**config.mk**
```make
export PLATFORM = sky130hd
export DESIGN_NAME = sm83_bus_ctl_flat
export DESIGN_NICKNAME = d
export VERILOG_FILES = /design/src/rtl/sm83_bus_pkg.sv /design/src/rtl/sm83_bus_if.sv /design/src/rtl/sm83_tstate_seq.sv /design/src/rtl/sm83_bus_ctl.sv /design/src/flat_wrapper.sv
export SDC_FILE = /design/constraint.sdc
export NUM_CORES = 1
export LEC_CHECK = 0
export ABC_AREA = 1
export CAP_MARGIN = 20
export CORE_UTILIZATION = 47
export DETAILED_ROUTE_END_ITERATION = 8
export PLACE_DENSITY = 0.84
export SYNTH_ARGS = -nofsm -noshare
export SYNTH_HDL_FRONTEND = slang
export SYNTH_SLANG_ARGS = --single-unit
```
**constraint.sdc**
```tcl
create_clock -name clk -period 4.35 [get_ports clk]
set_input_delay 0.87 -clock clk [delete_from_list [all_inputs] [get_ports clk]]
set_output_delay 0.87 -clock clk [all_outputs]
set_load 0.05 [all_outputs]
```
**src/rtl/sm83_bus_pkg.sv**
```systemverilog
// SM83 external bus controller: shared types.
// T-state phases, bus operations and the request decoder.
package sm83_bus_pkg;

  typedef enum logic [1:0] {
    T1 = 2'd0,
    T2 = 2'd1,
    T3 = 2'd2,
    T4 = 2'd3
  } tstate_t;

  typedef enum logic [1:0] {
    IDLE = 2'd0,
    RD   = 2'd1,
    WR   = 2'd2
  } bus_op_t;

  localparam int WCNT_W = 8;

  // A read wins when both requests are raised together.
  function automatic bus_op_t decode_op(
    input logic rd,
    input logic wr
  );
    if (rd)      return RD;
    else if (wr) return WR;
    else         return IDLE;
  endfunction

endpackage

```
**src/rtl/sm83_bus_if.sv**
```systemverilog
// SM83 external memory bus pins.
// master = bus controller, slave = memory side.
interface sm83_bus_if #(
  parameter int ADR_WIDTH  = 16,
  parameter int DATA_WIDTH = 8
);
  logic [ADR_WIDTH-1:0]  ext_adr;
  logic [DATA_WIDTH-1:0] ext_dout;
  logic [DATA_WIDTH-1:0] ext_din;
  logic                  ext_dout_en;
  logic                  ext_cs_n;
  logic                  ext_rd_n;
  logic                  ext_wr_n;
  logic                  ext_wait;

  modport master (
    output ext_adr,
    output ext_dout,
    output ext_dout_en,
    output ext_cs_n,
    output ext_rd_n,
    output ext_wr_n,
    input  ext_din,
    input  ext_wait
  );

  modport slave (
    input  ext_adr,
    input  ext_dout,
    input  ext_dout_en,
    input  ext_cs_n,
    input  ext_rd_n,
    input  ext_wr_n,
    output ext_din,
    output ext_wait
  );
endinterface

```
**src/rtl/sm83_tstate_seq.sv**
```systemverilog
// SM83 T-state sequencer: T1..T4 phase counter,
// T3 stall with wait counter and forced timeout.
module sm83_tstate_seq
  import sm83_bus_pkg::*;
#(
  parameter int WAIT_MAX = 15
) (
  input  logic    clk,
  input  logic    reset,
  input  logic    stall_en,
  input  logic    wait_in,
  output tstate_t t_state,
  output tstate_t t_nxt,
  output logic    mcyc_end,
  output logic    timeout
);

  tstate_t             t_state_q, t_state_d;
  logic [WCNT_W-1:0]   wcnt_q, wcnt_d;
  logic                mcyc_end_q, mcyc_end_d;
  logic                init_q;

  always_comb begin
    t_state_d = T1;
    wcnt_d    = wcnt_q;
    timeout   = 1'b0;
    // After reset the first edge re-enters T1 to sample a request.
    if (init_q) begin
      t_state_d = T1;
      wcnt_d    = '0;
    end else begin
      unique case (t_state_q)
        T1: t_state_d = T2;
        T2: t_state_d = T3;
        T3: begin
          t_state_d = T4;
          if (stall_en && wait_in) begin
            if (wcnt_q == WCNT_W'(WAIT_MAX)) begin
              timeout = 1'b1;
            end else begin
              t_state_d = T3;
              wcnt_d    = wcnt_q + 1'b1;
            end
          end
        end
        T4: begin
          t_state_d = T1;
          wcnt_d    = '0;
        end
      endcase
    end
    mcyc_end_d = (t_state_d == T4);
  end

  always_ff @(posedge clk) begin
    if (!reset) begin
      t_state_q  <= T1;
      wcnt_q     <= '0;
      mcyc_end_q <= 1'b0;
      init_q     <= 1'b1;
    end else begin
      t_state_q  <= t_state_d;
      wcnt_q     <= wcnt_d;
      mcyc_end_q <= mcyc_end_d;
      init_q     <= 1'b0;
    end
  end

  assign t_state  = t_state_q;
  assign t_nxt    = t_state_d;
  assign mcyc_end = mcyc_end_q;

endmodule

```
**src/rtl/sm83_bus_ctl.sv**
```systemverilog
// SM83 external memory bus controller: one registered
// four-T-state M-cycle per request, with wait stretching.
module sm83_bus_ctl
  import sm83_bus_pkg::*;
#(
  parameter int ADR_WIDTH  = 16,
  parameter int DATA_WIDTH = 8,
  parameter int WAIT_MAX   = 15
) (
  input  logic                  clk,
  input  logic                  reset,
  input  logic [ADR_WIDTH-1:0]  adr_in,
  input  logic                  req_rd,
  input  logic                  req_wr,
  input  logic [DATA_WIDTH-1:0] wdata,
  output logic [DATA_WIDTH-1:0] rdata,
  output logic [1:0]            t_state,
  output logic                  mcyc_end,
  output logic                  bus_err,
  sm83_bus_if.master            bus
);

  tstate_t t_cur, t_nxt;
  logic    timeout;

  bus_op_t               op_q, op_d;
  logic [ADR_WIDTH-1:0]  adr_q, adr_d;
  logic [DATA_WIDTH-1:0] dout_q, dout_d;
  logic [DATA_WIDTH-1:0] rdata_q, rdata_d;
  logic                  den_q, den_d;
  logic                  cs_n_q, cs_n_d;
  logic                  rd_n_q, rd_n_d;
  logic                  wr_n_q, wr_n_d;
  logic                  err_q, err_d;

  sm83_tstate_seq #(
    .WAIT_MAX (WAIT_MAX)
  ) u_seq (
    .clk      (clk),
    .reset    (reset),
    .stall_en (op_q != IDLE),
    .wait_in  (bus.ext_wait),
    .t_state  (t_cur),
    .t_nxt    (t_nxt),
    .mcyc_end (mcyc_end),
    .timeout  (timeout)
  );

  // Outputs are set on the edge that enters each phase.
  always_comb begin
    op_d    = op_q;
    adr_d   = adr_q;
    dout_d  = dout_q;
    rdata_d = rdata_q;
    den_d   = den_q;
    cs_n_d  = cs_n_q;
    rd_n_d  = rd_n_q;
    wr_n_d  = wr_n_q;
    err_d   = err_q;
    unique case (t_nxt)
      T1: begin
        op_d   = decode_op(req_rd, req_wr);
        adr_d  = adr_in;
        cs_n_d = (op_d == IDLE);
        rd_n_d = 1'b1;
        wr_n_d = 1'b1;
        den_d  = 1'b0;
        if (op_d == WR)       dout_d = wdata;
        if (req_rd && req_wr) err_d  = 1'b1;
      end
      T2: begin
        rd_n_d = (op_q != RD);
        den_d  = (op_q == WR);
      end
      T3: wr_n_d = (op_q != WR);
      T4: begin
        cs_n_d = 1'b1;
        rd_n_d = 1'b1;
        wr_n_d = 1'b1;
        den_d  = 1'b0;
        if (op_q == RD)
          rdata_d = timeout ? '1 : bus.ext_din;
        if (timeout) err_d = 1'b1;
      end
    endcase
  end

  always_ff @(posedge clk) begin
    if (!reset) begin
      op_q    <= IDLE;
      adr_q   <= '0;
      dout_q  <= '0;
      rdata_q <= '1;
      den_q   <= 1'b0;
      cs_n_q  <= 1'b1;
      rd_n_q  <= 1'b1;
      wr_n_q  <= 1'b1;
      err_q   <= 1'b0;
    end else begin
      op_q    <= op_d;
      adr_q   <= adr_d;
      dout_q  <= dout_d;
      rdata_q <= rdata_d;
      den_q   <= den_d;
      cs_n_q  <= cs_n_d;
      rd_n_q  <= rd_n_d;
      wr_n_q  <= wr_n_d;
      err_q   <= err_d;
    end
  end

  assign t_state         = t_cur;
  assign rdata           = rdata_q;
  assign bus_err         = err_q;
  assign bus.ext_adr     = adr_q;
  assign bus.ext_dout    = dout_q;
  assign bus.ext_dout_en = den_q;
  assign bus.ext_cs_n    = cs_n_q;
  assign bus.ext_rd_n    = rd_n_q;
  assign bus.ext_wr_n    = wr_n_q;

endmodule

```
**src/flat_wrapper.sv**
```systemverilog
// flat-port wrapper written by rule: the top's interface ports become plain ports
module sm83_bus_ctl_flat import sm83_bus_pkg::*;
#(
  parameter int ADR_WIDTH  = 16,
  parameter int DATA_WIDTH = 8,
  parameter int WAIT_MAX   = 15
)
  (clk, reset, adr_in, req_rd, req_wr, wdata, rdata, t_state, mcyc_end, bus_err, bus_ext_adr, bus_ext_dout, bus_ext_dout_en, bus_ext_cs_n, bus_ext_rd_n, bus_ext_wr_n, bus_ext_din, bus_ext_wait);
  sm83_bus_if #(.ADR_WIDTH(ADR_WIDTH), .DATA_WIDTH(DATA_WIDTH)) bus_i ();
  input  logic clk;
  input  logic reset;
  input  logic [ADR_WIDTH-1:0] adr_in;
  input  logic req_rd;
  input  logic req_wr;
  input  logic [DATA_WIDTH-1:0] wdata;
  output logic [DATA_WIDTH-1:0] rdata;
  output logic [1:0] t_state;
  output logic mcyc_end;
  output logic bus_err;
  output wire logic [$bits(bus_i.ext_adr)-1:0] bus_ext_adr;
  output wire logic [$bits(bus_i.ext_dout)-1:0] bus_ext_dout;
  output wire logic [$bits(bus_i.ext_dout_en)-1:0] bus_ext_dout_en;
  output wire logic [$bits(bus_i.ext_cs_n)-1:0] bus_ext_cs_n;
  output wire logic [$bits(bus_i.ext_rd_n)-1:0] bus_ext_rd_n;
  output wire logic [$bits(bus_i.ext_wr_n)-1:0] bus_ext_wr_n;
  input wire logic [$bits(bus_i.ext_din)-1:0] bus_ext_din;
  input wire logic [$bits(bus_i.ext_wait)-1:0] bus_ext_wait;
  assign bus_ext_adr = bus_i.ext_adr;
  assign bus_ext_dout = bus_i.ext_dout;
  assign bus_ext_dout_en = bus_i.ext_dout_en;
  assign bus_ext_cs_n = bus_i.ext_cs_n;
  assign bus_ext_rd_n = bus_i.ext_rd_n;
  assign bus_ext_wr_n = bus_i.ext_wr_n;
  assign bus_i.ext_din = bus_ext_din;
  assign bus_i.ext_wait = bus_ext_wait;
  sm83_bus_ctl #(.ADR_WIDTH(ADR_WIDTH), .DATA_WIDTH(DATA_WIDTH), .WAIT_MAX(WAIT_MAX)) u_core (.clk(clk), .reset(reset), .adr_in(adr_in), .req_rd(req_rd), .req_wr(req_wr), .wdata(wdata), .rdata(rdata), .t_state(t_state), .mcyc_end(mcyc_end), .bus_err(bus_err), .bus(bus_i));
endmodule
```
-- Word-level counts from Yosys, hierarchy flattened
Cells that the tools add are included.
- word-level logic and storage cells: 70
- output and inout port bits: 40
- input port bits: 37
- flip-flop bits (word level): 51
- mux-type cells: 23
- reduce and logical (&&, ||, !) cells: 16
- equality and inequality tests: 16
- $add $sub $neg: 1
- bitwise operators: 1
- operators by type and width (operator ; number):
    $mux W8 ; 3
    $pmux W8 S2 ; 1
    $eq A2 B2 Y1 const B ; 6
    $pmux W1 S2 ; 5
    $reduce_bool A2 Y1 ; 5
    $mux W1 ; 9
    $add A8 B1 Y8 const B ; 1
    $eq A8 B4 Y1 const B ; 1
    $mux W2 ; 4
    $pmux W2 S4 ; 1
    $eq A2 B1 Y1 const B ; 3
    $logic_not A2 Y1 ; 3
    $ne A2 B1 Y1 const B ; 3
    $ne A2 B2 Y1 const B ; 3
    $reduce_and A3 Y1 ; 2
    $reduce_and A2 Y1 ; 2
    $reduce_or A2 Y1 ; 2
    $logic_and A1 B1 Y1 ; 2
    $not A1 Y1 ; 1

-- Logic depth before layout (Yosys ltp)
Gate-level depths: netlist of run 1.
- word-level depth: 9
- mapped depth: 14
- mapped depth without buffers: 14

-- Modules after synthesis
A second synthesis of run 1 with hierarchy kept.
- cells, all modules: 313
- area total of the unflattened synthesis: 2302.2 sq um
- modules (own cells, without submodules) (module ; times used ; area each (sq um) ; seq. area each (sq um) ; cells each):
    sm83_bus_ctl ; 1 ; 1532.7 ; 780.7 ; 199
    sm83_tstate_seq ; 1 ; 769.5 ; 240.2 ; 114

-- Worst setup path before layout of run 1
OpenSTA, ideal clock, no wires.
- path kind: input to register
- start: in bus_ext_wait
- end: reg u_core.dout_q[0] (netlist: u_core.bus.ext_dout[0])
- data arrival time: 2.360 ns
- setup slack: 1.874 ns
- data required time: 4.234 ns
- setup time: 0.116 ns
- path buffers: 0
- stages: 14
- cells stage by stage: o21ai_0 inv_1 o21ai_1 nand2_1 inv_1 nor2_1 nor2_2 inv_1 ha_1 nand2_1 nor2_1 clkinv_1 nor2_1 nor2_1
- word-level cells in the longest chain between the ends: 6
- RTL lines (item ; line ; source):
    start, declared ; flat_wrapper.sv:27 ; input wire logic [$bits(bus_i.ext_wait)-1:0] bus_ext_wait;
    $logic_and A1 B1 Y1 ; sm83_tstate_seq.sv:37 ; if (stall_en && wait_in) begin
    $mux W1 ; sm83_tstate_seq.sv:37 ;
    $pmux W2 S4 ; sm83_tstate_seq.sv:32 ; unique case (t_state_q)
    $mux W2 ; sm83_tstate_seq.sv:28 ; if (init_q) begin
    via u_core.t_nxt[0] ; sm83_bus_ctl.sv:23 ; tstate_t t_cur, t_nxt;
    $logic_not A2 Y1 ; sm83_bus_ctl.sv:60 ; unique case (t_nxt)
    $reduce_and A2 Y1 (no line) ; n/a ;
    end signal, assigned ; sm83_bus_ctl.sv:102 ; dout_q <= dout_d;
    end, declared ; sm83_bus_ctl.sv:28 ; logic [DATA_WIDTH-1:0] dout_q, dout_d;
The timed path passes the listed nets, and every way through them passes these cells.
A chain may end at the register's enable or synchronous reset.

-- Worst setup path after layout of run 1
- start: in bus_ext_wait
- end: reg u_core.dout_q[3] (netlist: u_core.bus.ext_dout[3])
The elaborated chain is that of the path after synthesis.

==> results of run 1 <==
## worst reg2reg max path: cells and delay by family (launching register included)
kind            cells  cell delay [ns]
buf+inv             3             0.49
compound gates      1             0.12
fa+ha+maj           2             0.79
simple gates        8             1.24
flops               1             0.35
## kinds of logic (layout without fill, tap and decap cells)
family                     count (synthesis)  after routing  synth area share (%)
DFF                                       51             51                 48.51
xor gates and xnor gates                   1              1                0.4162
buffers and inverters                     34            112                 6.242
adders and majority gates                  8              8                 4.756
AOI/OAI and AO/OA                         55             55                 14.63
and+or+nand+nor                          129            129                 25.45
## worst min-delay path by stage
| stage | startpoint | end |
|---|---|---|
| 5_1_grt | u_core.op_q[1]$_SDFFE_PN0P_ | u_core.op_q[1]$_SDFFE_PN0P_ |
| 3_3_place_gp | u_core.rdata[5]$_SDFFE_PN1P_ | u_core.rdata[5]$_SDFFE_PN1P_ |
| 6_report | u_core.rdata[5]$_SDFFE_PN1P_ | u_core.rdata[5]$_SDFFE_PN1P_ |
| 2_1_floorplan | u_core.op_q[1]$_SDFFE_PN0P_ | u_core.op_q[1]$_SDFFE_PN0P_ |
| 3_5_place_dp | u_core.rdata[3]$_SDFFE_PN1P_ | u_core.rdata[3]$_SDFFE_PN1P_ |
| 4_1_cts | u_core.rdata[3]$_SDFFE_PN1P_ | u_core.rdata[3]$_SDFFE_PN1P_ |
## sequential cells by signal, summed over array words and instances, names as in the netlist, 2 cells and up
name,flops
u_core.u_seq.t_state,2
u_core.op_q,2
u_core.bus.ext_adr,16
u_core.u_seq.wcnt_q,8
u_core.rdata,8
u_core.bus.ext_dout,8
## cell usage after synthesis, types with 2 or more instances
| library cell | n |
|---|---|
| dfxtp_1 | 51 |
| nand3_1 | 7 |
| buf_2 | 3 |
| nand4_1 | 6 |
| clkinv_1 | 3 |
| o22ai_1 | 8 |
| nor2_2 | 2 |
| nor2_1 | 68 |
| o21ai_0 | 29 |
| nand2_1 | 42 |
| ha_1 | 8 |
| nand2_4 | 2 |
| inv_1 | 23 |
| clkbuf_1 | 4 |
| a21oi_1 | 13 |
| o21bai_1 | 2 |
## per-layer routing
layer	wire [microns]	vias up	global-route usage, %
li1	-	1050	-
met2	2257	70	38.11
met1	2250	928	29.38
met5	0	-	0
met3	442	6	8.059
met4	50	0	6.122
## final cells by class
cell class                 count  area (sq um)
clock inverter                 3         18.77
timing repair buffer          77         768.2
multi-input combinational    193         952.2
sequential                    51          1021
inverter                      27         101.3
clock buffer                   5         68.82
fill                         340          1151
tap                           50         62.56
## stage by stage
| step | cell area (sq um) | cells | utilization [%] |
|---|---|---|---|
| after floorplan | 2105 | 278 | - |
| after global placement | 2905 | 398 | 70.11 |
| after detailed placement | 2905 | 398 | 70.11 |
| after CTS | 2993 | 406 | 72.22 |
| after global routing | 2993 | 406 | 72.22 |
| final | 2993 | 406 | 72.22 |
## where the power goes
group	switching, W	total, W	internal (W)
clock network	0.000158	0.000272	0.000113
logic	0.000157	0.000249	0.0000926
registers	0.0000163	0.000511	0.000494
total	0.000331	0.00103	0.000700
==> results.yml, run 1 <==
setup_path:
  path_cells: "clkdlybuf4s50_1, o21ai_0, inv_1, o21ai_1, nand2_1, inv_1, nor2_1, nor2_2, inv_1, ha_1, nand2_1, nor2_1, clkinv_1, nor2_1, nor2_1"
  path_buf_inv: 5
  worstSetupStartpoint: "bus_ext_wait"
  end_kind: "flop"
  ff2ff_setup_slack_ns: 1.27
  crit_top_cell: "nor2_1"
  cp-start-kind: "input port"
  rr_endpoint: "u_core.bus.ext_dout[3]$_SDFFE_PN0P_"
  critPathTopFamily: "simple AND/OR/NAND/NOR gates"
  worstSetupPathDepth: 15
  critPathArrivalTime_ns: 3.73
  required_ns: 4.55
  slowest_delay_ns: 0.54
  cp_max_fo: 20
  cp_slowest_cell: "ha_1"
  crit_end: "u_core.bus.ext_dout[3]$_SDFFE_PN0P_"
  r2r-start: "u_core.u_seq.wcnt_q[0]$_SDFFE_PP0P_"
  reg2reg_depth: 14
  worstSetupPathType: "input port to flop"
timing:
  skew_ns: 0.008578
  fmax_mhz: 283.9
  fin_crit_ns: 3.522
  worst_slack_ns: 0.8278
  drv_slew: 0
  rsz0062_at_grt: "no"
  max_slew_margin_pct: 60.23
  finalSetupViolCount: 0
  finalHoldViolCount: 0
  hold_ws_ns: 0.4885
  tns_ns: 0
  fin_crit_sh_pct: 80.97
  worstMarginPinSlew_ns: 0.5966
route:
  via_count: 2054
  drtAntennaViolNets: 0
  viasPerCell: 5.059
  drtIter0Drc: 97
  first_pass_iters: 4
  drt-total-wl_microns: 5001
  drc: 0
  wl_per_cell_microns: 12.32
outcome:
  status: "finished clean"
clocking:
  cts_tree: "done"
  cts.sinks: 51
  clockBufferDepth: 2
  cts_setup_buffers: 0
  cts_resized: 0
  insertion_delay_ns: 0.31
  cts-root-buf: "clkbuf_8"
  hold_buffers: 0
  cts_made_buffers: 5
  clk_pin_slew_ns: 0.09
  htree_levels: 2
hold_path:
  hold_class: "flop to flop"
  whs_path_depth: 2
logic_synthesis:
  synth_edf_count: 0
  ys_ff_latch: 51
  synthCells: 278
  synth-main-ff-cell: "dfxtp_1"
  synthArstFlopShare_pct: 0
  synth_cell_types: 23
  synth_area_sq_um: 2105
  syn_avg_cell_area_sq_um: 7.570
  synth_area_leaders: "dfxtp_1 49%, nor2_1 12%, nand2_1 7.5%, o21ai_0 6.9%, ha_1 4.8%"
  yosysTopAreaCellShare_pct: 48.51
  yosys_warnings: 0
  yosysTopAreaCell: "dfxtp_1"
  seq_area_frac_synth_pct: 48.51
  synthesis.nets: 323
floorplanning:
  fp-row-count: 23
  die_w_microns: 68.92
  dieArea_sq_um: 4749
  dieHeight_microns: 68.92
  io_pins: 77
  core_sq_um: 4144
  start_util_pct: 50.79
placement:
  place_congestion: 0.8304
  pre_cts_slack_ns: 0.5740
  dp_hpwl_microns: 3580
  io_buffers: 76
final_layout:
  nets: 400
  n_antenna_cell: 0
  layout-drive-gt1-share_pct: 4.775
  final_common_cell: "clkdlybuf4s50_1"
  syn2layout_area_growth_pct: 42.21
  final_cell_mix: "76 x clkdlybuf4s50_1, 68 x nor2_1, 51 x dfxtp_1"
run:
  cap_violations: 0
grt:
  grt_pass1_wl_microns: 8307
  overflow: 0
  grt_max_degree: 36
  antenna_found_initial: 0
  grt_pass1_vias: 1891
  grtUsageTotal_pct: 23.42
power:
  power_w: 0.001032
  vdd_drop_max_uv: 242.8
  p_per_area_nw_per_um2: 344.8
  leakage_nw: 1.226
Note: power is estimated with default switching activity, not from simulation.
==> run 2, diff against run 1 <==
Settings changed: CORE_UTILIZATION 47 to 40, PLACE_DENSITY 0.84 to 0.76.
Clock period 4.35 ns to 2.8 ns, I/O delays scaled along.
==> run 2 against run 1 <==
  * Clock skew decreased by 0.0016 ns
  * Register-to-register slack got worse by 0.76 ns
  * Wire length decreased by 2.5%
  * Sequential power increased by 55%
  * Critical path type unchanged
  * Die area increased by 17%
  * Combinational power increased by 57%
  * Non-clock buffer count increased by 4
==> results.yml, run 2 (synthesized netlist as in run 1, its figures left out) <==
outcome:
  status: "finished clean"
timing:
  finalSetupViolCount: 0
  worstMarginPinSlew_ns: 0.5310
  fin_crit_sh_pct: 88.01
  skew_ns: 0.006988
  drv_slew: 0
  finalHoldViolCount: 0
  max_slew_margin_pct: 64.49
  fmax_mhz: 405.8
  rsz0062_at_grt: "no"
  fin_crit_ns: 2.464
  tns_ns: 0
clocking:
  clockBufferDepth: 2
  hold_buffers: 0
  cts_setup_buffers: 0
  cts_made_buffers: 5
  cts.sinks: 51
  cts_resized: 0
  cts_tree: "done"
  clk_pin_slew_ns: 0.09
  insertion_delay_ns: 0.29
  htree_levels: 2
  cts-root-buf: "clkbuf_8"
route:
  drtIter0Drc: 112
  wl_per_cell_microns: 11.34
  via_count: 2006
  drt-total-wl_microns: 4875
  drc: 0
  drtAntennaViolNets: 0
  first_pass_iters: 4
  viasPerCell: 4.665
setup_path:
  worstSetupPathType: "input port to flop"
  path_cells: "clkdlybuf4s50_1, o21ai_0, inv_1, o21ai_1, nand2_1, inv_1, nor2_1, nor2_2, inv_1, ha_1, nand2_1, nor2_1, clkinv_1, nor2_1, nor2_1"
  slowest_delay_ns: 0.47
  cp-start-kind: "input port"
  critPathTopFamily: "buffers and inverters"
  required_ns: 3.00
  critPathArrivalTime_ns: 2.66
  cp_max_fo: 9
  end_kind: "flop"
  crit_top_cell: "nor2_1"
  cp_slowest_cell: "clkdlybuf4s50_1"
  path_buf_inv: 5
floorplanning:
  dieArea_sq_um: 5555
  fp-row-count: 26
  start_util_pct: 41.47
  core_sq_um: 5075
  io_pins: 77
  dieHeight_microns: 74.54
  die_w_microns: 74.54
final_layout:
  largest_reg_flops: 16
  nets: 404
  final_common_cell: "clkdlybuf4s50_1"
  n_antenna_cell: 0
  syn2layout_area_growth_pct: 45.42
  fin_area_sq_um: 3060
  layout-drive-gt1-share_pct: 5.556
  final_cell_mix: "76 x clkdlybuf4s50_1, 68 x nor2_1, 51 x dfxtp_1"
  final_util_pct: 60.31
grt:
  grt_max_degree: 35
  overflow: 0
  grt_pass1_wl_microns: 8114
  antenna_found_initial: 0
  grt_pass1_vias: 1861
  grtUsageTotal_pct: 19.12
hold_path:
  hold_class: "flop to flop"
placement:
  placed_area_sq_um: 2960
  dp_hpwl_microns: 3550
  place_congestion: 0.7902
  io_buffers: 76
power:
  p_per_area_nw_per_um2: 533.5
  leakage_nw: 1.249
  vdd_drop_max_uv: 292.3
run:
  cap_violations: 0
## run 2: changes by cell type in the layout (fill, tap and decap cells not counted)
cell      change
buf_4         +4
clkbuf_8      +2
clkinv_2      -2
clkbuf_1      +1
inv_6         -1
## run 2: tightest hold or removal path, stage by stage (launching register included)
cell and delay [ns]:
dfxtp_1 0.34, a21oi_1 0.06, nand2_1 0.06
## run 2: final timing paths
kind	from	endpoint	slack, ns	cells past startpoint
setup / recovery	bus_ext_wait	u_core.bus.ext_dout[3]$_SDFFE_PN0P_	0.34	15
hold / removal	u_core.bus.ext_cs_n$_SDFFE_PN1P_	u_core.bus.ext_cs_n$_SDFFE_PN1P_	0.48	2
setup reg to reg	u_core.u_seq.wcnt_q[0]$_SDFFE_PP0P_	u_core.bus.ext_dout[3]$_SDFFE_PN0P_	0.51	14
hold reg to reg	u_core.bus.ext_cs_n$_SDFFE_PN1P_	u_core.bus.ext_cs_n$_SDFFE_PN1P_	0.48	2
## run 2: final cells by class
class                      count  area (sq um)
multi-input combinational    193         952.2
sequential                    51          1021
fill                         479          2014
clock buffer                   8         100.1
tap                           70         87.58
timing repair buffer          81         798.3
inverter                      27         101.3
## run 2: metal layers
metal	up-vias	GRT usage (%)	share of wire, %
met5	-	0	0
met4	0	7.338	1.3
met3	7	6.775	6.6
met2	53	31.33	45
met1	892	22.97	47
li1	1054	-	-
## run 2: report_power, final
part / leakage, nW / internal, W / switching, W
Clock: 0.0515 / 0.000226 / 0.000224
Combinational: 0.779 / 0.000149 / 0.000243
Sequential: 0.419 / 0.000768 / 0.0000235
Total: 1.25 / 0.00114 / 0.000491
## run 2: stage by stage
stage	hold WS [ns]	instances	power (W)	setup slack [ns]
floorplan	0.4552	278	0.001040	0.3717
global placement	0.4544	422	0.001196	0.1520
detailed placement	0.4582	422	0.001199	0.02986
CTS	0.4862	430	0.001650	0.3366
global route	0.5126	430	0.001710	0.03650
finish	0.4782	430	0.001633	0.3356
==> RTL edit, RTL diff (config.mk and constraints of run 2) <==
Reset style: asynchronous (`reset`), changed in 2 clocked blocks.
--- a/src/rtl/sm83_tstate_seq.sv
+++ b/src/rtl/sm83_tstate_seq.sv
@@ -53,5 +53,5 @@
   end
 
-  always_ff @(posedge clk) begin
+  always_ff @(posedge clk or negedge reset) begin
     if (!reset) begin
       t_state_q  <= T1;
--- a/src/rtl/sm83_bus_ctl.sv
+++ b/src/rtl/sm83_bus_ctl.sv
@@ -86,5 +86,5 @@
   end
 
-  always_ff @(posedge clk) begin
+  always_ff @(posedge clk or negedge reset) begin
     if (!reset) begin
       op_q    <= IDLE;
Check against the original RTL: differs if reset is asserted again (counterexample within 4 cycles, from zero or initial values and one cycle with reset low); with reset held inactive, the same outputs for 10 cycles.
==> RTL edit against run 2 <==
Die area grew 11%; sequential cell count is the same; via count shrank 7.4%; register-to-register slack lost 200 ps; wire length grew 0.18%; design area grew 9.0%; utilization shrank 0.44 points; setup slack lost 26 ps; synthesized area grew 11%; critical endpoint is now u_core.bus.ext_dout[6]; largest cell class unchanged.
Power is not compared: it rests on default switching activity, and its combinational part moved more than twofold at a synthesized area within 25%.
==> RTL edit: results (changes against run 2) <==
area_growth_syn_to_layout_pct: 43.1  # was 45.4%
sh_seq_area_pct: 38.7  # was 33.4%
synth_xor_area_share_pct: 0.376  # was 0.416%
clock_buffers: 5  # was 8
route.met3.wl_um: 325  # was 321 um
outcome: "finished clean"  # unchanged
nets: 375  # was 404
synth_common_cells: "nand2_1, dfrtp_1, inv_1, nor2_1"  # was nor2_1, dfxtp_1, nand2_1, o21ai_0, inv_1
hpwl_um: 3590  # was 3550 um
met2WireLength_um: 2260  # was 2190 um
track_usage_pct: 17.7  # was 19.1%
async_reset_ff_share_pct: 100  # was 0%
reg2reg_depth: 12  # was 14
grt_max_degree: 46  # was 35
ys_seq_area_share_pct: 55.4  # was 48.5%
worst_pin_slew_ps: 522  # was 531 ps
drive_above_1_share_pct: 14.8  # was 5.56%
synth-compound-area-share_pct: 5.04  # was 14.6%
grt_pass1_vias: 1854  # was 1861
wl_per_cell_um: 12.1  # was 11.3 um
synth_flop_cell: "dfrtp_1"  # was dfxtp_1
grt_pass1_wl_um: 8530  # was 8110 um
clkCellAreaFrac_pct: 4.09  # was 3.27%
clock_skew_ps: 6.54  # was 6.99 ps
wl_met1_um: 2240  # was 2300 um
gp_congestion: 0.834  # was 0.790
yosys.cell_types.count: 27  # was 23
critPathSlowestCell: "dfrtp_1"  # was clkdlybuf4s50_1
critPathMaxStageDelay_ps: 410  # was 470 ps
buffers: 80  # was 81
use_met1_pct: 23.3  # was 23.0%
dp.cells: 394  # was 422
inv_count: 25  # was 27
cp.arrival_ps: 2690  # was 2660 ps
cp_max_fo: 18  # was 9
RTL edit: cell types whose count changed in the layout (fill, tap and decap cells not counted), moves of 4 or more:
| cell | delta |
|---|---|
| a21oi_1 | -10 |
| a22oi_1 | +8 |
| dfrtp_1 | +39 |
| dfstp_2 | +12 |
| dfxtp_1 | -51 |
| mux2_2 | +10 |
| nand2_1 | +43 |
| nand3_1 | +5 |
| nand4_1 | -4 |
| nor2_1 | -50 |
| nor2_4 | +4 |
| o21ai_0 | -23 |
| o22ai_1 | -8 |
RTL edit: path summary, 6_finish.rpt:
kind	start	to	slack (ps)
max	u_core.u_seq.t_state[0]	u_core.bus.ext_dout[6]	310
min	reset	u_core.bus.ext_adr[15]	120
max reg2reg	u_core.u_seq.t_state[0]	u_core.bus.ext_dout[6]	310
min reg2reg	u_core.bus_err	u_core.bus_err	480
max in group asynchronous	reset	u_core.rdata[4]	1970
min in group clk	u_core.bus_err	u_core.bus_err	480
